File: src/rtl/fetch_queue_if.sv
// Fetch-queue bus bundle: redirect input, instruction-memory request/response pair, and the
// in-order instruction output stream with occupancy and error status.
interface fetch_queue_if #(
  parameter int ADDR_W = 32,
  parameter int DATA_W = 32,
  parameter int DEPTH  = 4
);
  localparam int CNT_W = $clog2(DEPTH) + 1;

  logic              redirect_valid;
  logic [ADDR_W-1:0] redirect_pc;
  logic              im_req;
  logic [ADDR_W-1:0] im_addr;
  logic              im_rvalid;
  logic [DATA_W-1:0] im_rdata;
  logic              out_valid;
  logic              out_ready;
  logic [ADDR_W-1:0] out_pc;
  logic [DATA_W-1:0] out_instr;
  logic [CNT_W-1:0]  count;
  logic              err;

  modport master (
    input  redirect_valid, redirect_pc, im_rvalid, im_rdata, out_ready,
    output im_req, im_addr, out_valid, out_pc, out_instr, count, err
  );

  modport slave (
    output redirect_valid, redirect_pc, im_rvalid, im_rdata, out_ready,
    input  im_req, im_addr, out_valid, out_pc, out_instr, count, err
  );
endinterface

File: src/rtl/fetch_queue.sv
// In-order instruction fetch queue: reserve a slot per request, fill on response, pop to consumer.
// Latency >= 2 cycles request-to-output; out_ready low stalls the head and requests stop once all slots are reserved.
module fetch_queue #(
  parameter int                ADDR_W   = 32,
  parameter int                DATA_W   = 32,
  parameter int                DEPTH    = 4,
  parameter logic [ADDR_W-1:0] RESET_PC = ADDR_W'(32'h0000_3000)
) (
  input logic           clk,
  input logic           reset,
  fetch_queue_if.master bus
);
  localparam int PW     = $clog2(DEPTH);
  localparam int PTR_W  = PW + 1;
  localparam int CNT_W  = PW + 1;
  localparam int DROP_W = PW + 4;

  // Pointers carry a wrap bit so head==fill is unambiguous when every slot is filled.
  logic [PTR_W-1:0]  head_q, head_d;
  logic [PTR_W-1:0]  fill_q, fill_d;
  logic [PTR_W-1:0]  tail_q, tail_d;
  logic [ADDR_W-1:0] fetch_pc_q, fetch_pc_d;
  logic [DROP_W-1:0] drop_q, drop_d;
  logic              err_q, err_d;

  logic [ADDR_W-1:0] slot_pc_q    [DEPTH];
  logic [DATA_W-1:0] slot_instr_q [DEPTH];

  logic [CNT_W-1:0] count_w;
  logic [PTR_W-1:0] pend_w;
  logic             reserve;
  logic             pop;
  logic             rsp_owed;
  logic             rsp_orphan;
  logic             rsp_drop;
  logic             rsp_fill;
  logic             slot_fill;
  logic             out_valid_w;

  assign count_w     = CNT_W'(tail_q - head_q);
  assign pend_w      = tail_q - fill_q;
  assign out_valid_w = (head_q != fill_q);

  assign reserve    = reset && !bus.redirect_valid && (count_w < CNT_W'(DEPTH));
  assign pop        = out_valid_w && bus.out_ready && !bus.redirect_valid;
  assign rsp_owed   = bus.im_rvalid && ((pend_w != '0) || (drop_q != '0));
  assign rsp_orphan = bus.im_rvalid && (pend_w == '0) && (drop_q == '0);
  assign rsp_drop   = bus.im_rvalid && (drop_q != '0);
  assign rsp_fill   = bus.im_rvalid && (drop_q == '0) && (pend_w != '0);
  assign slot_fill  = reset && !bus.redirect_valid && rsp_fill;

  always_comb begin
    fetch_pc_d = fetch_pc_q;
    head_d     = head_q;
    fill_d     = fill_q;
    tail_d     = tail_q;
    drop_d     = drop_q;
    err_d      = err_q | rsp_orphan;
    if (bus.redirect_valid) begin
      // Every reserved-but-unfilled slot still has a response in flight that must be skipped.
      fetch_pc_d = bus.redirect_pc;
      head_d     = '0;
      fill_d     = '0;
      tail_d     = '0;
      drop_d     = DROP_W'(pend_w) + drop_q - DROP_W'(rsp_owed);
    end else begin
      if (reserve) begin
        tail_d     = tail_q + PTR_W'(1);
        fetch_pc_d = fetch_pc_q + ADDR_W'(4);
      end
      if (rsp_drop) drop_d = drop_q - DROP_W'(1);
      if (rsp_fill) fill_d = fill_q + PTR_W'(1);
      if (pop)      head_d = head_q + PTR_W'(1);
    end
  end

  always_ff @(posedge clk) begin
    if (!reset) begin
      fetch_pc_q <= RESET_PC;
      head_q     <= '0;
      fill_q     <= '0;
      tail_q     <= '0;
      drop_q     <= '0;
      err_q      <= 1'b0;
    end else begin
      fetch_pc_q <= fetch_pc_d;
      head_q     <= head_d;
      fill_q     <= fill_d;
      tail_q     <= tail_d;
      drop_q     <= drop_d;
      err_q      <= err_d;
    end
  end

  always_ff @(posedge clk) begin
    if (reserve)   slot_pc_q[tail_q[PW-1:0]]    <= fetch_pc_q;
    if (slot_fill) slot_instr_q[fill_q[PW-1:0]] <= bus.im_rdata;
  end

  assign bus.im_req    = reserve;
  assign bus.im_addr   = fetch_pc_q;
  assign bus.out_valid = out_valid_w;
  assign bus.out_pc    = slot_pc_q[head_q[PW-1:0]];
  assign bus.out_instr = slot_instr_q[head_q[PW-1:0]];
  assign bus.count     = count_w;
  assign bus.err       = err_q;
endmodule
File: src/flat_wrapper.sv
// flat-port wrapper written by rule: the top's interface ports become plain ports
module fetch_queue_flat 
#(
  parameter int                ADDR_W   = 32,
  parameter int                DATA_W   = 32,
  parameter int                DEPTH    = 4,
  parameter logic [ADDR_W-1:0] RESET_PC = ADDR_W'(32'h0000_3000)
)
  (clk, reset, bus_redirect_valid, bus_redirect_pc, bus_im_rvalid, bus_im_rdata, bus_out_ready, bus_im_req, bus_im_addr, bus_out_valid, bus_out_pc, bus_out_instr, bus_count, bus_err);
  fetch_queue_if #(.ADDR_W(ADDR_W), .DATA_W(DATA_W), .DEPTH(DEPTH)) bus_i ();
  input logic clk;
  input logic reset;
  input wire logic [$bits(bus_i.redirect_valid)-1:0] bus_redirect_valid;
  input wire logic [$bits(bus_i.redirect_pc)-1:0] bus_redirect_pc;
  input wire logic [$bits(bus_i.im_rvalid)-1:0] bus_im_rvalid;
  input wire logic [$bits(bus_i.im_rdata)-1:0] bus_im_rdata;
  input wire logic [$bits(bus_i.out_ready)-1:0] bus_out_ready;
  output wire logic [$bits(bus_i.im_req)-1:0] bus_im_req;
  output wire logic [$bits(bus_i.im_addr)-1:0] bus_im_addr;
  output wire logic [$bits(bus_i.out_valid)-1:0] bus_out_valid;
  output wire logic [$bits(bus_i.out_pc)-1:0] bus_out_pc;
  output wire logic [$bits(bus_i.out_instr)-1:0] bus_out_instr;
  output wire logic [$bits(bus_i.count)-1:0] bus_count;
  output wire logic [$bits(bus_i.err)-1:0] bus_err;
  assign bus_i.redirect_valid = bus_redirect_valid;
  assign bus_i.redirect_pc = bus_redirect_pc;
  assign bus_i.im_rvalid = bus_im_rvalid;
  assign bus_i.im_rdata = bus_im_rdata;
  assign bus_i.out_ready = bus_out_ready;
  assign bus_im_req = bus_i.im_req;
  assign bus_im_addr = bus_i.im_addr;
  assign bus_out_valid = bus_i.out_valid;
  assign bus_out_pc = bus_i.out_pc;
  assign bus_out_instr = bus_i.out_instr;
  assign bus_count = bus_i.count;
  assign bus_err = bus_i.err;
  fetch_queue #(.ADDR_W(ADDR_W), .DATA_W(DATA_W), .DEPTH(DEPTH), .RESET_PC(RESET_PC)) u_core (.clk(clk), .reset(reset), .bus(bus_i));
endmodule
File: config.mk
export PLATFORM = sky130hd
export DESIGN_NAME = fetch_queue_flat
export DESIGN_NICKNAME = d
export VERILOG_FILES = /design/src/rtl/fetch_queue_if.sv /design/src/rtl/fetch_queue.sv /design/src/flat_wrapper.sv
export SDC_FILE = /design/constraint.sdc
export NUM_CORES = 1
export LEC_CHECK = 0
export ABC_CLOCK_PERIOD_IN_PS = 8500
export CAP_MARGIN = 40
export CORE_ASPECT_RATIO = 0.5
export CORE_MARGIN = 2
export CORE_UTILIZATION = 55
export CTS_BUF_LIST = sky130_fd_sc_hd__clkbuf_4 sky130_fd_sc_hd__clkbuf_8 sky130_fd_sc_hd__clkbuf_16
export DETAILED_ROUTE_END_ITERATION = 8
export PLACE_DENSITY = 0.91
export SYNTH_ARGS = -nofsm -noshare
export SYNTH_HDL_FRONTEND = slang
export SYNTH_SLANG_ARGS = --single-unit
export TNS_END_PERCENT = 10
File: constraint.sdc
create_clock -name clk -period 8.5 [get_ports clk]
set_input_delay 1.7 -clock clk [delete_from_list [all_inputs] [get_ports clk]]
set_output_delay 1.7 -clock clk [all_outputs]
set_load 0.005 [all_outputs]
==> impl_metrics.py <==
metrics = {
    "timing": {
        "finalSetupViolations": 0,
        "worst_slack_ps": 3073,
        "period_minus_slack_ps": 5427,
        "fin_crit_sh_pct": 63.84,
        "tightest_slew_ps": 856.2,
        "clock.fmax_mhz": 184.3,
        "skew_ps": 12.09,
        "fin_tns_setup_ps": 0,
        "hold_viol": 0,
        "rsz0062_at_grt": "no",
        "max-slew-margin-rel_pct": 42.61,
        "finalMaxSlewViolations": 0,
    },
    "worst_setup_path": {
        "r2r-end": "u_core.drop_q[4]",
        "critical_path.startpoint": "reset",
        "worstPathRequired_ps": 6800,
        "start_kind": "primary input",
        "reg2regPathDepth": 16,
        "critPathArrivalTime_ps": 3730,
        "endpoint": "bus_im_req",
        "r2r_start": "u_core.tail_q[0]",
        "cp_max_fo": 23,
        "end_kind": "output port",
        "critical_path_class": "primary input to output port",
        "r2r_setup_slack_ps": 4980,
    },
    "floorplanning": {
        "io_pins": 171,
        "initial_core_util_pct": 56.42,
        "rows": 38,
        "die_w_um": 215.6,
        "core_sq_um": 21820,
        "die_area_sq_um": 23670,
        "chipHeight_um": 109.8,
    },
    "drt": {
        "vias_per_cell": 5.889,
        "wl_per_cell_um": 22.00,
        "firstDrtPassIters": 7,
        "first_iter_violations": 567,
        "vias": 7132,
        "drc": 0,
        "wirelength_um": 26640,
        "drtAntennaViolNets": 0,
    },
    "synthesis": {
        "synth_edf_count": 256,
        "synth_cell_types": 53,
        "syn_inst": 709,
        "syn-num-nets": 805,
        "synth-async-reset-ratio_pct": 0,
        "synth_area_sq_um": 12310,
        "yosysWarnings": 0,
        "synthFlopType": "edfxtp_1",
        "avgSynthCellArea_sq_um": 17.37,
        "ys_seq_area_share_pct": 70.57,
        "synth_seq_cells": 306,
    },
    "min_path": {
        "hold_path_class": "register to register",
    },
    "grt": {
        "track_usage_pct": 22.72,
        "overflow": 0,
        "grt_pass1_vias": 7171,
        "grt_max_degree": 44,
        "antenna_found_initial": 0,
        "grt_pass1_wl_um": 40650,
    },
    "job": {
        "max_cap_violations": 0,
    },
    "place": {
        "place_ws_ps": 3141,
        "portBuffers": 170,
        "gp_congestion": 0.8805,
        "dpl.hpwl_um": 17470,
    },
    "status": {
        "status": "finished clean",
    },
    "clock_tree": {
        "clockBufferDepth": 3,
        "cts_resized": 0,
        "cts_root_buf": "clkbuf_16",
        "hold_buffers": 0,
        "htreeDepth": 1,
        "cts_tree": "yes",
        "clk_pin_slew_worst_paths_ps": 70,
        "cts_buffers": 26,
        "clock_sinks": 306,
        "cts_setup_buffers": 0,
        "clk_latency_ps": 530,
    },
    "cells_and_area": {
        "postLayoutCoreUtil_pct": 70.67,
        "n_fill_cell": 1336,
        "drive_above_1_share_pct": 14.82,
        "n_antenna_cell": 0,
        "fin_nets": 987,
        "area_delta_synth_final_pct": 25.26,
    },
    "power": {
        "power_leakage_nw": 5.114,
        "power_density_nw_per_um2": 217.8,
        "peakVddDrop_uv": 120.5,
    },
}
[worst max-delay path, cell delays in order]
cell and delay, ps:
clkdlybuf4s50_1 1000, nand2b_1 190, nor2_2 260, clkdlybuf4s50_1 570
[cells in the mapped netlist, types with 2 or more instances]
master | count | area (sq um)
nand3_1 | 18 | 90.09
mux2i_1 | 6 | 60.06
a211oi_1 | 3 | 22.52
o21ai_0 | 15 | 75.07
buf_1 | 3 | 11.26
dfxtp_1 | 50 | 1001
a221o_1 | 2 | 20.02
nor2_1 | 29 | 108.9
a21oi_1 | 20 | 100.1
fa_1 | 3 | 60.06
nor2b_1 | 4 | 25.02
clkbuf_1 | 16 | 60.06
o21ai_1 | 7 | 35.03
o211ai_1 | 2 | 15.01
inv_1 | 27 | 101.4
edfxtp_1 | 256 | 7687
and3_1 | 10 | 62.56
mux4_2 | 64 | 1441
nand2b_1 | 2 | 12.51
nand2_1 | 34 | 127.6
buf_2 | 8 | 40.04
xnor2_1 | 16 | 140.1
nor3b_1 | 3 | 22.52
o21a_1 | 2 | 15.01
ha_1 | 24 | 300.3
nor4_1 | 4 | 25.02
a21o_1 | 2 | 15.01
xor2_1 | 21 | 183.9
o211a_1 | 3 | 30.03
nor3_1 | 9 | 45.04
nand4_1 | 19 | 118.9
and2_1 | 6 | 37.54
[final cells by class]
cell class                 instances  area [sq um]  area share, %
sequential                       306          8696          56.38
multi-input combinational        346          3397          22.03
timing repair buffer             182          1882          12.20
clock buffer                      34         782.0          5.071
tap                              300         375.4          2.434
clock inverter                    14         181.4          1.176
inverter                          29         108.9         0.7058
[per-layer routing]
layer  wire [um]  track usage (%)
met2       13130            38.68
met5           0                0
met1       11320            31.12
met3        1539            4.011
met4         650            5.616
[where the power goes]
part           switching (mW)  internal (mW)  total [mW]
Sequential             0.0431           1.67        1.71
Clock                   0.531          0.775        1.31
Combinational           0.164          0.180       0.345
Total                   0.738           2.62        3.36
[worst min path at each step]
stage / slack, ps / start / end / depth (start not counted)
detailed placement: 490 / u_core.tail_q[1] / u_core.tail_q[1] / 2
global route: 520 / u_core.tail_q[1] / u_core.tail_q[1] / 2
finish: 510 / u_core.tail_q[1] / u_core.tail_q[1] / 2
floorplan: 460 / u_core.bus.err / u_core.bus.err / 2
CTS: 500 / u_core.tail_q[1] / u_core.tail_q[1] / 2
global placement: 480 / u_core.tail_q[1] / u_core.tail_q[1] / 2
[placed cells by master, fill, tap and decap left out, types with 4 or more instances in the layout]
cell | netlist | routed
buf_12 | 0 | 4
nor4_1 | 4 | 4
edfxtp_1 | 256 | 256
clkinv_1 | 1 | 4
and3_1 | 10 | 10
buf_4 | 0 | 6
nor2b_1 | 4 | 4
inv_1 | 27 | 27
nand2_1 | 34 | 34
nand4_1 | 19 | 19
nand3_1 | 18 | 18
nor3_1 | 9 | 9
o21ai_1 | 7 | 7
bufinv_16 | 0 | 4
mux2i_1 | 6 | 6
ha_1 | 24 | 24
clkbuf_16 | 0 | 29
xnor2_1 | 16 | 16
and2_2 | 0 | 4
clkdlybuf4s50_1 | 0 | 170
xor2_1 | 21 | 21
dfxtp_1 | 50 | 48
a21oi_1 | 20 | 20
mux4_2 | 64 | 64
nor2_1 | 29 | 29
o21ai_0 | 15 | 15
[cells by family (layout without fill, tap and decap cells)]
group	Yosys count	count (layout)	synth area share, %
DFF	306	306	70.57
buffers and inverters	57	259	1.880
xor gates and xnor gates	39	39	3.008
muxes	71	71	12.29
AOI/OAI and AO/OA	62	62	3.059
adders and majority gates	27	27	2.927
and+or+nand+nor	147	147	6.270
[per-stage QoR]
| stage | power, mW | hold slack [ps] | std cells | instance area [sq um] |
|---|---|---|---|---|
| floorplan | 1.933 | 460.5 | 709 | 12310 |
| global placement | 2.063 | 479.4 | 1157 | 14320 |
| detailed placement | 2.081 | 493.8 | 1163 | 14460 |
| CTS | 3.381 | 503.4 | 1211 | 15420 |
| global route | 3.475 | 517.5 | 1211 | 15420 |
| finish | 3.359 | 507.3 | 1211 | 15420 |
[state kept, by name, summed over array words and instances (netlist names), named ones only]
| name | count |
|---|---|
| u_core.slot_instr_q | 128 |
| u_core.fill_q | 3 |
| u_core.head_q | 3 |
| u_core.slot_pc_q | 128 |
| u_core.bus.err | 1 |
| u_core.tail_q | 3 |
| u_core.bus.im_addr | 32 |
| u_core.drop_q | 6 |
Note: power is estimated with default switching activity, not from simulation.
